**config.mk**
```make
export PLATFORM = sky130hd
export DESIGN_NAME = seg7_scan_driver
export DESIGN_NICKNAME = d
export VERILOG_FILES = /design/src/rtl/seg7_pkg.sv /design/src/rtl/seg7_glyph.sv /design/src/rtl/seg7_scan_driver.sv
export SDC_FILE = /design/constraint.sdc
export NUM_CORES = 1
export LEC_CHECK = 0
export CAP_MARGIN = 25
export CORE_ASPECT_RATIO = 0.75
export CORE_MARGIN = 2
export CORE_UTILIZATION = 50
export DETAILED_ROUTE_END_ITERATION = 7
export PLACE_DENSITY = 0.81
export SKIP_CTS_REPAIR_TIMING = 1
export SYNTH_ARGS = -nofsm -noshare
export SYNTH_HDL_FRONTEND = slang
export SYNTH_HIERARCHICAL = 1
export SYNTH_SLANG_ARGS = --single-unit
```
**constraint.sdc**
```tcl
create_clock -name clk -period 2.35 [get_ports clk]
set_input_delay 0.705 -clock clk [delete_from_list [all_inputs] [get_ports clk]]
set_output_delay 0.705 -clock clk [all_outputs]
set_load 0.02 [all_outputs]
```
**src/rtl/seg7_pkg.sv**
```systemverilog
// seg7_pkg: shared types and constants for the 7-segment scan driver.
//   seg_t      - 8-bit segment vector {dp,g,f,e,d,c,b,a}
//   SEG_OFF    - active-low all-segments-off pattern
//   GLYPH_ROM  - active-high glyphs for hex values 0..F (dp bit clear)
package seg7_pkg;

  typedef logic [7:0] seg_t;

  localparam seg_t SEG_OFF = 8'hFF;

  localparam seg_t GLYPH_ROM [16] = '{
    8'h3f, 8'h06, 8'h5b, 8'h4f,
    8'h66, 8'h6d, 8'h7d, 8'h07,
    8'h7f, 8'h6f, 8'h77, 8'h7c,
    8'h39, 8'h5e, 8'h79, 8'h71
  };

endpackage

```
**src/rtl/seg7_glyph.sv**
```systemverilog
// seg7_glyph: combinational code-to-segment decoder.
//   code in 5 : bit 4 = decimal point, bits 3:0 = hex value
//   seg  out 8: active-high segments {dp,g,f,e,d,c,b,a}
module seg7_glyph
  import seg7_pkg::*;
(
  input  logic [4:0] code,
  output logic [7:0] seg
);

  seg_t glyph;

  always_comb begin
    glyph = GLYPH_ROM[code[3:0]];
    seg   = {code[4], glyph[6:0]};
  end

endmodule

```
**src/rtl/seg7_scan_driver.sv**
```systemverilog
// seg7_scan_driver: time-multiplexed driver for DIGITS common-anode
// 7-segment displays with per-frame brightness PWM, leading-zero
// suppression and frame-synchronous (tear-free) input capture.
//   clk, rst_n : clock, asynchronous active-low reset
//   i_digits   : 5-bit code per digit, digit k at [5k+4:5k]
//   i_blank    : per-digit dark enable
//   i_lz_en    : leading-zero suppression enable
//   i_bright   : brightness 0 (1/16 duty) .. 15 (full duty)
//   o_seg      : active-low segments {dp,g,f,e,d,c,b,a}
//   o_dig_an   : active-low digit anodes, at most one low
//   o_frame    : one-cycle pulse at the first output cycle of each frame
module seg7_scan_driver
  import seg7_pkg::*;
#(
  parameter int DIGITS   = 8,
  parameter int SCAN_DIV = 50000
) (
  input  logic                  clk,
  input  logic                  rst_n,
  input  logic [DIGITS*5-1:0]   i_digits,
  input  logic [DIGITS-1:0]     i_blank,
  input  logic                  i_lz_en,
  input  logic [3:0]            i_bright,
  output logic [7:0]            o_seg,
  output logic [DIGITS-1:0]     o_dig_an,
  output logic                  o_frame
);

  localparam int IDX_W  = (DIGITS > 1) ? $clog2(DIGITS) : 1;
  localparam int DIV_W  = $clog2(SCAN_DIV);
  localparam int PH_DIV = SCAN_DIV / 16;
  localparam int PH_W   = $clog2(PH_DIV);

  localparam logic [IDX_W-1:0] IDX_LAST = IDX_W'(DIGITS - 1);
  localparam logic [DIV_W-1:0] DIV_LAST = DIV_W'(SCAN_DIV - 1);
  localparam logic [PH_W-1:0]  PH_LAST  = PH_W'(PH_DIV - 1);

  logic [DIV_W-1:0]      div_cnt;
  logic [PH_W-1:0]       ph_sub;
  logic [3:0]            phase;
  logic [IDX_W-1:0]      idx;
  logic                  slot_end;
  logic                  frame_end;

  logic [DIGITS*5-1:0]   sh_digits;
  logic [DIGITS-1:0]     sh_blank;
  logic                  sh_lz_en;
  logic [3:0]            sh_bright;

  logic [DIGITS-1:0]     suppress;
  logic                  zero_run;
  logic [4:0]            cur_code;
  seg_t                  cur_glyph;
  logic                  dig_on;
  seg_t                  seg_nxt;
  logic [DIGITS-1:0]     an_nxt;
  logic                  frame_nxt;

  seg_t                  seg_p1;
  logic [DIGITS-1:0]     an_p1;
  logic                  frame_p1;

  // ---- stage 0: scan counters and shadow capture ----
  // phase is tracked with its own prescaler rather than dividing div_cnt,
  // so no divider is needed for non-power-of-two SCAN_DIV.
  assign slot_end  = (div_cnt == DIV_LAST);
  assign frame_end = slot_end && (idx == IDX_LAST);

  always_ff @(posedge clk or negedge rst_n) begin
    if (!rst_n) begin
      div_cnt <= '0;
      ph_sub  <= '0;
      phase   <= '0;
      idx     <= '0;
    end else if (slot_end) begin
      div_cnt <= '0;
      ph_sub  <= '0;
      phase   <= '0;
      idx     <= (idx == IDX_LAST) ? '0 : idx + 1'b1;
    end else begin
      div_cnt <= div_cnt + 1'b1;
      if (ph_sub == PH_LAST) begin
        ph_sub <= '0;
        phase  <= phase + 1'b1;
      end else begin
        ph_sub <= ph_sub + 1'b1;
      end
    end
  end

  // Shadow resets to all-blank so the first frame after reset is dark.
  always_ff @(posedge clk or negedge rst_n) begin
    if (!rst_n) begin
      sh_digits <= '0;
      sh_blank  <= '1;
      sh_lz_en  <= 1'b0;
      sh_bright <= 4'd0;
    end else if (frame_end) begin
      sh_digits <= i_digits;
      sh_blank  <= i_blank;
      sh_lz_en  <= i_lz_en;
      sh_bright <= i_bright;
    end
  end

  // Digit k is a leading zero when it and every higher digit hold code 0
  // (dp included); scan from the top down carrying the all-zero run.
  always_comb begin
    suppress = '0;
    zero_run = 1'b1;
    for (int k = DIGITS - 1; k >= 0; k--) begin
      zero_run    = zero_run && (sh_digits[5*k +: 5] == 5'h00);
      suppress[k] = sh_lz_en && zero_run && (k != 0);
    end
  end

  assign cur_code = sh_digits[5*idx +: 5];

  seg7_glyph u_glyph (
    .code (cur_code),
    .seg  (cur_glyph)
  );

  // div_cnt == 0 is a forced dark cycle between slots to avoid ghosting.
  always_comb begin
    dig_on    = !sh_blank[idx] && !suppress[idx] &&
                (phase <= sh_bright) && (div_cnt != '0);
    seg_nxt   = SEG_OFF;
    an_nxt    = '1;
    if (dig_on) begin
      seg_nxt     = ~cur_glyph;
      an_nxt[idx] = 1'b0;
    end
    frame_nxt = (idx == '0) && (div_cnt == '0);
  end

  // ---- stage 1: registered pin outputs ----
  always_ff @(posedge clk or negedge rst_n) begin
    if (!rst_n) begin
      seg_p1   <= SEG_OFF;
      an_p1    <= '1;
      frame_p1 <= 1'b0;
    end else begin
      seg_p1   <= seg_nxt;
      an_p1    <= an_nxt;
      frame_p1 <= frame_nxt;
    end
  end

  assign o_seg    = seg_p1;
  assign o_dig_an = an_p1;
  assign o_frame  = frame_p1;

endmodule

```
# Word-level counts from Yosys, hierarchy flattened
# Memories as Yosys holds them, arrays and structs flattened.
# Cells that the tools add are included.
# op_classes
n_addsub	4
mul	1
n_lt_le_gt_ge	4
eq_ne	3
shift	1
mux	16
bitwise_logic	3
n_reduce_logical	32
# op_table
operator	count
40-bit by 7-bit indexed part select with 5-bit output	1
5-bit logical NOT	7
12-bit 2-to-1 mux	2
1-bit logical AND	19
16-bit by 1-bit adder with 16-bit output (second input constant)	1
16-bit == test (second input constant)	1
16-bit logical NOT	1
16-bit 2-to-1 mux	1
8-bit 2-to-1 mux	2
8-bit NOT	2
16-bit nonzero test	1
7-bit 2-to-1 mux	2
12-bit by 1-bit adder with 12-bit output (second input constant)	1
12-bit == test (second input constant)	1
4-bit 2-to-1 mux	2
1-bit binary-select mux with 3-bit select	2
3-bit by 3-bit multiplier with 6-bit output (first input constant)	1
5-bit >= comparator (second input constant)	1
4-bit NOT with 5-bit output	1
4-bit by 1-bit adder with 4-bit output (second input constant)	1
4-bit less-or-equal comparator	1
3-bit by 4-bit less-than comparator with 1-bit output (second input constant)	1
3-bit by 1-bit adder with 3-bit output (second input constant)	1
1-bit demux with 3-bit select	1
other kinds (7)	10
# totals
regBits	105
mem_bits_ro	128
inputBits	55
out_inout_bits	17
wordCells	76
memories	1
# memory_table
memory	words	word_bits	read_ports	rd_ports_with_merged_regs	write_ports	line_no	rtl
(no name shown)	16	8	1	0	0	seg7_glyph.sv:14	glyph = GLYPH_ROM[code[3:0]];

# Longest topological paths before layout
# logic_depth
word_depth	15
depth_mapped	11
mapped_depth_nobuf	10

# Cells and area by module
# Netlist, hierarchy kept.
# modules_own_cells
module	instances	cells_per_inst	area_per_inst_um2	seq_area_each_um2
seg7_scan_driver	1	414	5212.5	2657.5
seg7_glyph	1	34	297.8	0.0

# Worst setup path before layout
# Ideal clock, no wire load.
# synth_timing
kind	register to register
startpoint	register idx[2]
endpoint	register seg_p1[3], in the netlist o_seg[3]
setup_time_ns	0.068
arrival_ns	2.462
t_required_ns	2.282
path_slack_ns	-0.180
stages_incl_launch_ff	11
path_buffers	4
synth_period_minus_slack_ns	2.530
path_cell_list	dfrtp_1 > clkbuf_1 > buf_2 > buf_2 > clkbuf_1 > nand2_1 > o221ai_1 > inv_1 > ha_1 > mux4_1 > nand4_1
# synth_via
elab_chain_cells	8
elab_cells_between_ends	17
cone_classes	1 x mul; 1 x shift; 7 x mux; 2 x bitwise; 5 x reduce/logical; 1 x memory
# synth_lines
item	line_no	rtl
start: declaration	seg7_scan_driver.sv:41	logic [IDX_W-1:0] idx;
start signal: assignment	seg7_scan_driver.sv:79	idx <= (idx == IDX_LAST) ? '0 : idx + 1'b1;
3-bit by 3-bit multiplier with 6-bit output	seg7_scan_driver.sv:117	assign cur_code = sh_digits[5*idx +: 5];
40-bit by 7-bit indexed part select with 5-bit output	seg7_scan_driver.sv:117	
named net cur_code[0]	seg7_scan_driver.sv:52	logic [4:0] cur_code;
4-bit NOT with 5-bit output (not written as such)	seg7_glyph.sv:14	
memory read 16 x 8 bit	--	
7-bit 2-to-1 mux (not written as such) (2 in a row)	seg7_glyph.sv:14	
named net cur_glyph[3]	seg7_scan_driver.sv:53	seg_t cur_glyph;
8-bit NOT	seg7_scan_driver.sv:131	seg_nxt = ~cur_glyph;
8-bit 2-to-1 mux	seg7_scan_driver.sv:130	if (dig_on) begin
named net seg_nxt[3]	seg7_scan_driver.sv:55	seg_t seg_nxt;
end signal: assignment	seg7_scan_driver.sv:144	seg_p1 <= seg_nxt;
end: declaration	seg7_scan_driver.sv:59	seg_t seg_p1;
# The timed path passes the listed nets, and every way through them passes these cells. The select of a mux whose other input is x is not followed.
# A chain may end at the register's enable or synchronous reset.

# Final worst setup path
# layout_timing
startpoint	register idx[2]
endpoint	register seg_p1[6], in the netlist o_seg[6]
# The elaborated chain is that of the path after synthesis.

==> impl_metrics.csv <==
group,metric,value,unit
status,status,"completed",
worst_setup_path,start_kind,"register",
floorplan,rows,33,
worst_setup_path,cp_max_fo,5,
timing,layout_setup_ws,104,ps
final_layout,diodes,0,
global_routing,antenna_found_initial,0,
floorplan,die_h,94.9,um
floorplan,start_util,0.509,
synthesis,ys_top_cells_by_area,"dfrtp_1 37%, mux2_4 14%, dfstp_2 11%, ha_1 4.3%, nor2_1 3.0%",
synthesis,postSynthCellCount,448,
drt,antenna_left,0,
worst_setup_path,crit_path_start,"idx[2]",
min_path,hold_path.class,"in -> async",
cts,h-tree-depth,3,
final_layout,fin_nets,606,
placement,placed_cell_area,0.00645,sq mm
final_layout,fin_area,0.00683,sq mm
synthesis,synth.net_count,522,
worst_setup_path,cp.arrival,2510,ps
cts,path_clk_slew,70,ps
drt,drt_first_pass_iters,4,
cts,clock_path_buffers,2,
timing,finalClockSkew,6.42,ps
timing,finalCritPeriodShare,0.956,
flow_run,max_cap_violations,0,
timing,hold_viol_final,0,
synthesis,yosysUniqueCellTypes,56,
power_and_ir_drop,leakagePower,0.00308,uW
timing,drv_slew,0,
drt,wl_per_cell,17.3,um
synthesis,synthArstFlopShare,1.00,
worst_setup_path,crit_required,2620,ps
synthesis,synth_top_flop_cell,"dfrtp_1",
global_routing,grt.total_usage,0.211,
cts,cts_tree,"yes",
synthesis,synth-edff-count,0,
final_layout,syn2layout_area_growth,23.9,%
timing,slew_headroom,0.712,
synthesis,synth_top_area_frac,0.368,
synthesis,postSynthAreaPerCell,12.3,sq um
synthesis,seq_area_frac_synth,0.482,
global_routing,grt_pass1_wl,19500,um
synthesis,yosysTopAreaCell,"dfrtp_1",
timing,tightest_slew,421,ps
drt,via_per_inst,5.48,
synthesis,syn_area,0.00551,sq mm
cts,root_buffer,"clkbuf_16",
timing,fin_crit,2250,ps
worst_setup_path,worstSetupEndpointType,"register",
drt,drcViolationCount,0,
timing,setup_violations,0,
worst_setup_path,rr_startpoint,"idx[2]",
floorplan,coreArea,0.0108,sq mm
floorplan,die-area,0.0119,sq mm
synthesis,ys_warn_count,6,
timing,holdWs,235,ps
placement,dp_hpwl,8700,um
global_routing,grt_pass1_vias,3719,
final_layout,drive_gt1_frac,0.259,
drt,drt-total-wl,11700,um
worst_setup_path,path_class,"reg -> reg",
synthesis,ys_seq_elements,105,
power_and_ir_drop,powerDensity,585,mW/mm^2
drt,drt-initial-drc-count,271,
timing,clock.fmax,445,MHz
power_and_ir_drop,vdd_ir_drop_max,0.369,mV
cts,clock-sinks,105,
drt,vias,3710,
floorplan,io_pins,72,
final_layout,fill_cells,873,
placement,gp_congestion,0.897,
cts,cts_buffers,9,
placement,place_ws,25.3,ps
placement,portBuffers,71,
global_routing,overflow,0,
floorplan,die_w,125,um
power_and_ir_drop,power,3990,uW
global_routing,grt_max_degree,45,
cts,clock_latency,360,ps
area by class of cell:
class                           count  area, sq um  area share
Clock buffer                        9          225      0.0330
Clock inverter                      7          116      0.0170
Inverter                           18         67.6     0.00990
Multi-Input combinational cell    302         2620       0.384
Sequential cell                   105         2660       0.389
Tap cell                          140          175      0.0257
Timing Repair Buffer               96          966       0.141
cells in the mapped netlist, types with 3 or more instances:
cell type,n
buf_6,3
and3_1,4
buf_2,6
xnor2_1,13
mux2_2,7
nand3_1,14
dfrtp_1,81
buf_12,5
o21ai_0,6
nor2_1,44
nand4_1,22
nand4b_1,3
clkbuf_1,7
nor4b_1,3
nor4_1,4
a22oi_1,3
nand2b_1,3
mux2i_1,12
mux2_4,51
xor2_1,12
a21oi_1,8
ha_1,19
and2_1,3
inv_1,18
nor3_1,9
dfstp_2,24
nand3b_1,4
mux4_2,4
nand2_1,23
routing by layer:
metal | GRT usage | vias up | share of wire
met5 | 0 | - | 0
met4 | 0.0472 | 0 | 0.0097
met3 | 0.0657 | 9 | 0.053
met2 | 0.320 | 106 | 0.45
met1 | 0.299 | 1840 | 0.48
li1 | - | 1755 | -
path summary, 6_finish.rpt:
path	end	slack (ps)	cells past startpoint
min reg2reg	div_cnt[5]	500	1
max in group asynchronous	sh_digits[5]	1490	2
min	ph_sub[2]	240	1
max reg2reg	o_seg[6]	100	8
max	o_seg[6]	100	8
min in group clk	div_cnt[5]	500	1
registers in the layout, indices dropped and copies added (netlist names), 3 cells and up:
register / cells
sh_blank: 8
phase: 4
div_cnt: 16
o_seg: 8
sh_digits: 40
ph_sub: 12
idx: 3
sh_bright: 4
o_dig_an: 8
layout by cell type, fill, tap and decap left out, drive strengths merged, types with 3 or more instances in the layout:
cell type and instances:
clkbuf 9, and3 4, o21ai 6, nand2 24, xnor2 13, and2 3, bufinv 3, nand3 14
nor2 44, mux2i 12, nor4 6, ha 19, mux2 58, dfrtp 81, nor4b 3, nand3b 4
nor3b 3, buf 26, nand2b 3, a21oi 8, nand4b 3, xor2 12, inv 19, a22oi 3
nor3 9, nand4 22, mux4 5, dfstp 24, clkdlybuf4s50 70
metrics by stage:
stage	setup TNS, ps	std cells	utilization
floorplan	0	448	-
global placement	0	661	0.597
detailed placement	0	661	0.597
CTS	0	677	0.628
global route	-4.26	677	0.631
finish	0	677	0.631
worst max-delay path: stages (launching register included):
cell and delay, ps:
dfrtp_1 430, mux2_2 370, a221oi_2 280, o22ai_2 140, buf_4 170, ha_1 230, mux2_4 280, a21oi_1 160
nand4_1 100
kinds of logic after synthesis:
group | after synthesis | share of synthesized area
and+or+nand+nor | 151 | 0.150
DFF | 105 | 0.482
muxes | 75 | 0.196
buffers and inverters | 41 | 0.0490
AOI/OAI and AO/OA | 32 | 0.0393
xor gates and xnor gates | 25 | 0.0397
adders and majority gates | 19 | 0.0431
where the power goes:
part           leakage (uW)  switching, uW  internal [uW]
Combinational       0.00166            134            218
Sequential          0.00125           49.5           1880
Clock              0.000166            672           1040
No activity file was read; power rests on OpenSTA's default activity.
